$ cat src/rtl/draw_sequencer.sv
// Frame sequencer: runs a fill pass, then an optional shape pass, per draw request.
// Holds one request in reserve and muxes the active engine's pixel stream to the VGA adapter.
module draw_sequencer #(
  parameter logic [2:0] FILL_COLOUR  = 3'b000,
  parameter logic [2:0] SHAPE_COLOUR = 3'b010
) (
  input  logic       clk,
  input  logic       rst_n,
  // draw request
  input  logic       req_valid,
  output logic       req_ready,
  input  logic [7:0] req_centre_x,
  input  logic [6:0] req_centre_y,
  input  logic [7:0] req_diameter,
  // fill engine
  output logic       fill_start,
  input  logic       fill_done,
  output logic [2:0] fill_colour,
  input  logic [7:0] fill_vga_x,
  input  logic [6:0] fill_vga_y,
  input  logic [2:0] fill_vga_colour,
  input  logic       fill_vga_plot,
  // shape engine
  output logic       shape_start,
  input  logic       shape_done,
  output logic [2:0] shape_colour,
  output logic [7:0] centre_x,
  output logic [6:0] centre_y,
  output logic [7:0] diameter,
  input  logic [7:0] shape_vga_x,
  input  logic [6:0] shape_vga_y,
  input  logic [2:0] shape_vga_colour,
  input  logic       shape_vga_plot,
  // muxed pixel stream
  output logic [7:0] vga_x,
  output logic [6:0] vga_y,
  output logic [2:0] vga_colour,
  output logic       vga_plot,
  // status
  output logic       busy,
  output logic       done
);

  typedef enum logic [2:0] {StIdle, StFill, StGap, StShape, StFin} state_e;

  typedef struct packed {
    logic [7:0] x;
    logic [6:0] y;
    logic [7:0] d;
  } geom_t;

  state_e state_q, state_d;
  geom_t  pend_q, pend_d;
  geom_t  geom_q, geom_d;
  logic   pend_full_q, pend_full_d;
  logic   done_q, done_d;

  geom_t  req_geom;
  logic   accept;
  logic   load;

  assign req_geom  = '{x: req_centre_x, y: req_centre_y, d: req_diameter};
  assign req_ready = ~pend_full_q;
  assign accept    = req_valid & req_ready;
  // A waiting entry always wins over a new request when a frame is launched.
  assign load      = (state_q == StIdle) & (pend_full_q | accept);

  // State register
  always_ff @(posedge clk or negedge rst_n) begin
    if (!rst_n) begin
      state_q <= StIdle;
    end else begin
      state_q <= state_d;
    end
  end

  // Next-state logic
  always_comb begin
    state_d = state_q;
    unique case (state_q)
      StIdle:  if (load) state_d = StFill;
      StFill:  if (fill_done) state_d = StGap;
      StGap:   state_d = (geom_q.d != 8'd0) ? StShape : StFin;
      StShape: if (shape_done) state_d = StFin;
      StFin:   state_d = StIdle;
      default: state_d = StIdle;
    endcase
  end

  // Output logic
  always_comb begin
    fill_start  = 1'b0;
    shape_start = 1'b0;
    busy        = (state_q != StIdle);
    vga_x       = 8'd0;
    vga_y       = 7'd0;
    vga_colour  = 3'd0;
    vga_plot    = 1'b0;
    unique case (state_q)
      StFill: begin
        fill_start = 1'b1;
        vga_x      = fill_vga_x;
        vga_y      = fill_vga_y;
        vga_colour = fill_vga_colour;
        vga_plot   = fill_vga_plot;
      end
      StGap: begin
        // Coordinates still follow the fill engine, but nothing is plotted.
        vga_x      = fill_vga_x;
        vga_y      = fill_vga_y;
        vga_colour = fill_vga_colour;
      end
      StShape: begin
        shape_start = 1'b1;
        vga_x       = shape_vga_x;
        vga_y       = shape_vga_y;
        vga_colour  = shape_vga_colour;
        vga_plot    = shape_vga_plot;
      end
      default: ;
    endcase
  end

  // Pending buffer, frame geometry and done flag
  always_comb begin
    pend_d      = pend_q;
    pend_full_d = pend_full_q;
    geom_d      = geom_q;
    done_d      = done_q;

    if (load) begin
      geom_d = pend_full_q ? pend_q : req_geom;
      done_d = 1'b0;
    end

    if ((state_q == StIdle) && pend_full_q) begin
      pend_full_d = 1'b0;
    end

    // An accept in an idle sequencer with nothing waiting goes straight to the geometry.
    if (accept && !((state_q == StIdle) && !pend_full_q)) begin
      pend_d      = req_geom;
      pend_full_d = 1'b1;
    end

    if (state_d == StFin) begin
      done_d = 1'b1;
    end
  end

  always_ff @(posedge clk or negedge rst_n) begin
    if (!rst_n) begin
      pend_q      <= '0;
      pend_full_q <= 1'b0;
      geom_q      <= '0;
      done_q      <= 1'b0;
    end else begin
      pend_q      <= pend_d;
      pend_full_q <= pend_full_d;
      geom_q      <= geom_d;
      done_q      <= done_d;
    end
  end

  assign centre_x     = geom_q.x;
  assign centre_y     = geom_q.y;
  assign diameter     = geom_q.d;
  assign done         = done_q;
  assign fill_colour  = FILL_COLOUR;
  assign shape_colour = SHAPE_COLOUR;

endmodule

$ cat config.mk
export PLATFORM = sky130hd
export DESIGN_NAME = draw_sequencer
export DESIGN_NICKNAME = d
export VERILOG_FILES = /design/src/rtl/draw_sequencer.sv
export SDC_FILE = /design/constraint.sdc
export NUM_CORES = 1
export LEC_CHECK = 0
export CORE_MARGIN = 1
export CORE_UTILIZATION = 45
export CTS_CLUSTER_SIZE = 20
export DETAILED_ROUTE_END_ITERATION = 8
export PLACE_DENSITY = 0.95
export SYNTH_ARGS = -nofsm -noshare
export SYNTH_HDL_FRONTEND = slang
export SYNTH_SLANG_ARGS = --single-unit
$ cat constraint.sdc
create_clock -name clk -period 2.75 [get_ports clk]
set_input_delay 0.55 -clock clk [delete_from_list [all_inputs] [get_ports clk]]
set_output_delay 0.55 -clock clk [all_outputs]
set_load 0.05 [all_outputs]
=== Word level (Yosys, flattened, before mapping) ===
Cells that the tools add are included.
Widths: inputs -> output; s select.

* Flip-flop bits (word level): 51
* Bits of input ports: 66
* Output and inout bits: 53
* Logic and storage cells: 44

* Equal/unequal tests: 4
* Muxes and demuxes: 16
* Bitwise operators: 4
* Reduce and logical (&&, ||, !) cells: 11

{| class="wikitable"
|+ Operators with widths
! kind !! number
|-
| $mux 23 || 1
|-
| $pmux 8 s2 || 1
|-
| $pmux 7 s2 || 1
|-
| $mux 3 || 4
|-
| $pmux 3 s4 || 1
|-
| $reduce_bool 8->1 || 1
|-
| $eq 3x2->1 const B || 2
|-
| $mux 1 || 6
|-
| $pmux 3 s2 || 1
|-
| $reduce_bool 2->1 || 2
|-
| $eq 3x1->1 const B || 1
|-
| $eq 3x3->1 const B || 1
|-
| $logic_and 1x1->1 || 3
|-
| $logic_not 3->1 || 1
|-
| $reduce_bool 3->1 || 1
|-
| $and 1x1->1 || 2
|-
| $logic_not 1->1 || 2
|-
| $pmux 1 s2 || 1
|-
| $reduce_or 2->1 || 1
|-
| $not 1->1 || 1
|-
| $or 1x1->1 || 1
|}

=== Logic depth before layout (Yosys ltp) ===
* Depth in word-level cells: 8
* Gate-level depth with buffers: 6
* Mapped depth without buffers: 3

=== Least setup slack after synthesis ===
OpenSTA, ideal clock, no wires.

* Path type: reg-to-output
* Start: register state_q[2]
* End: output vga_x[0]
* Data arrival time: 1647 ps
* Required time: 2200 ps
* Setup slack: 553 ps
* Stages on the path, launching flop included: 5
* Path buffers: 2
* Path through: dfrtp_1 > and3b_2 > clkbuf_1 > buf_2 > a22o_1

* Word-level cells in the longest chain between the ends: 3
* Elaborated cells between the ends (all ways): 5
* Those cells by class: 3 x eq/ne; 1 x mux; 1 x reduce/logical

{| class="wikitable"
|+ Ends and longest elaborated chain
! element !! RTL line !! text
|-
| start, declared || 52 || <nowiki>state_e state_q, state_d;</nowiki>
|-
| start signal, assigned || 71 || <nowiki>state_q <= StIdle;</nowiki>
|-
| start signal, assigned || 73 || <nowiki>state_q <= state_d;</nowiki>
|-
| $eq 3x1->1 / $eq 3x2->1 (equally long branches) || 99 || <nowiki>unique case (state_q)</nowiki>
|-
| $reduce_or 2->1 (no line) || n/a ||
|-
| $pmux 8 s2 (*) || 99 ||
|-
| end, declared || 35 || <nowiki>output logic [7:0] vga_x,</nowiki>
|}

Every way passes the cells marked *; elsewhere a longest branch is shown, timed or not.

=== Worst setup path after layout ===
* Start: register state_q[1]
* End: output fill_start

* Word-level cells in the longest chain between the ends: 2

{| class="wikitable"
|+ Ends and longest elaborated chain
! element !! RTL line !! text
|-
| $eq 3x1->1 || 99 ||
|-
| $mux 1 || 99 ||
|-
| end, declared || 16 || <nowiki>output logic fill_start,</nowiki>
|}

No other way between the ends.

==> results.md <==
* Outcome: finished clean
* Number of clock sinks at 51
* Critical path origin: state_q[1]
* Die Ht at 78.7 µm
* Number of synthesized flops with an enable pin at 0
* TritonCTS clock tree: yes
* Initial antenna violation count at 0
* Final setup violating endpoints at 0
* CTS H-tree lvls at 2
* Inserted Clock Buffers at 5
* # DRC at 0
* Final estimated routing congestion in global placement at 0.715
* Hold WC Path Type: in2async
* Root buf cell: clkbuf_8
* Fmax at 0.407 GHz
* DR iter-0 viols at 51
* FF/Latch Area at 1280 µm²
* Minimum clock period at 2.46 ns
* Nets@finish at 364
* Netlist cell types at 29
* Most used DFF post-synth: dfrtp_1
* Initial Util at 47.5%
* Synth Warn # at 0
* Final Skew at 0.00501 ns
* Largest area contributor in the netlist: dfrtp_1
* Yosys top cell area share at 48.2%
* Crit. End Element: primary output
* # resized after CTS at 0
* Via/cell ratio at 5.19
* Max Cap Viol at 0
* FF-to-FF Start: pend_full_q
* Post-route ant nets at 0
* Vias in the first global route at 1937
* Vias at 1924
* Antenna Cells at 0
* Site Rows at 27
* Mapped Cells at 186
* Crit Path Category: reg2out
* Clock transition at path regs at 0.09 ns
* Drt pass-1 iters at 4
* Multi-input gate area at 1210 µm²
* Num ports at 119
* Share of cells above drive strength 1 at 37.1%
* Die area at 6190 µm²
* Final Hold Viols at 0
* Largest net degree at the start of global routing at 52
* Critical Path, Cell by Cell: nor2_1, and2_2, clkdlybuf4s50_1
* Period utilization at 89.3%
* Total global-route track usage at 20.9%
* Mapped Area at 2650 µm²
* Max Slew Vio Count at 0
* Slew HR at 65.1%
* FF+latch count, synth at 51
* Hold Buf Count CTS at 0
* Commonest cells post-synth: dfrtp_1, mux2_2, a22o_1, mux2_4, buf_4
* Fillers at 386
* Syn_area_per_cell at 14.2 µm²
* HPWL after detailed placement at 4.88 mm
* Synth area leaders: dfrtp_1, mux2_2, mux2_4
* Most common cell in the netlist: dfrtp_1
* Max stage delay on crit path at 0.79 ns
* Worst EP required at 2.20 ns
* Clock Path Buffers at 2
* Die X at 78.7 µm
* Critical Path AT at 1.91 ns
* Startpoint Class: register
* GRT overflow at 0
* Post-synth ARST share at 100%
* First-pass GRT wire length at 9.89 mm
* Postcts setup bufs at 0
* Core footprint at 5570 µm²
* CP max FO at 5
* Worst-margin pin slew at 0.522 ns
* Sequential share of the synthesized area at 48.2%
* Slowest-stage cell, CP: clkdlybuf4s50_1
* Total Routed Length at 6.44 mm
* Port Buf Inserts at 112
* Area growth from synthesis to layout at 54.0%
* Worst-Skew Late Latency at 0.29 ns
* Sum of negative setup slack at 0 ns
* RSZ-0062 raised after global routing: false
* Wire per inst at 17.4 µm
==> logic make-up after synthesis <==
group	share of synthesized area, %
multiplexers	32.1
flip-flops	48.2
AO/OA/AOI/OAI	7.99
buffers and inverters	6.57
AND/OR/NAND/NOR	4.54
other	0.284
XOR/XNOR	0.331
==> stage by stage <==
stage / setup slack, ns / hold WS [ns] / instance area [µm²] / utilization, % / instances
6_report: 0.294 / 0.235 / 4080 / 73.1 / 371
3_5_place_dp: 0.604 / 0.473 / 3960 / 71.0 / 363
5_1_grt: 0.183 / 0.251 / 4080 / 73.1 / 371
2_1_floorplan: 0.553 / 0.254 / 2660 / - / 190
3_3_place_gp: 0.633 / 0.463 / 3960 / 71.0 / 363
4_1_cts: 0.274 / 0.242 / 4080 / 73.1 / 371
==> layout make-up <==
class	instances	share of cell area, %
Inverter	4	0.368
Multi-Input combinational cell	116	29.7
Clock inverter	2	0.859
Sequential cell	51	31.3
Tap cell	72	2.21
Clock buffer	6	2.03
Timing Repair Buffer	120	33.5
==> sequential cells by signal, summed over array words and instances (netlist names) <==
signal       count
pend_q          23
centre_x         8
diameter         8
centre_y         7
state_q          3
done             1
pend_full_q      1
==> worst max-delay path: cells and delay by family (launching register included) <==
family | cells | cell delay (ns)
buffers and inverters | 1 | 0.79
DFF | 1 | 0.45
and+or+nand+nor | 2 | 0.38
==> routing by layer <==
layer	routed length (µm)	vias to the layer above	GRT usage (%)
met3	526	8	5.58
met5	0	-	0
met1	2540	947	25.0
li1	-	888	-
met4	106	0	5.56
met2	3270	81	37.0
==> worst paths after layout <==
| kind | endpoint | slack (ns) | cells past startpoint |
|---|---|---|---|
| setup / recovery | fill_start | 0.29 | 3 |
| hold / removal | pend_q[17] | 0.23 | 2 |
| setup reg to reg | centre_x[3] | 0.74 | 5 |
| hold reg to reg | pend_q[5] | 0.49 | 1 |
| max in group asynchronous | pend_full_q | 2.29 | 2 |
| min in group clk | pend_q[5] | 0.49 | 1 |
==> placed cells by master, fill, tap and decap left out <==
cell type and count:
clkdlybuf4s50_1 92, dfrtp_1 51, mux2_2 49, a22o_1 19, mux2_4 19, buf_12 19, buf_4 8, conb_1 6
clkbuf_8 6, inv_1 4, nor2_1 3, nand2_1 3, nor4_1 2, and2_2 1, xnor2_1 1, nor2_2 1
and3b_2 1, nor3_4 1, nor3b_1 1, a21bo_2 1, a32oi_1 1, o311ai_0 1, nand3_1 1, a32o_1 1
nor2b_4 1, nor3b_4 1, o21bai_1 1, mux2_1 1, bufinv_16 1, clkinv_2 1, buf_2 1
Power is not shown: default switching activity piles up to over one toggle a cycle in this logic, so the estimate is an artifact.
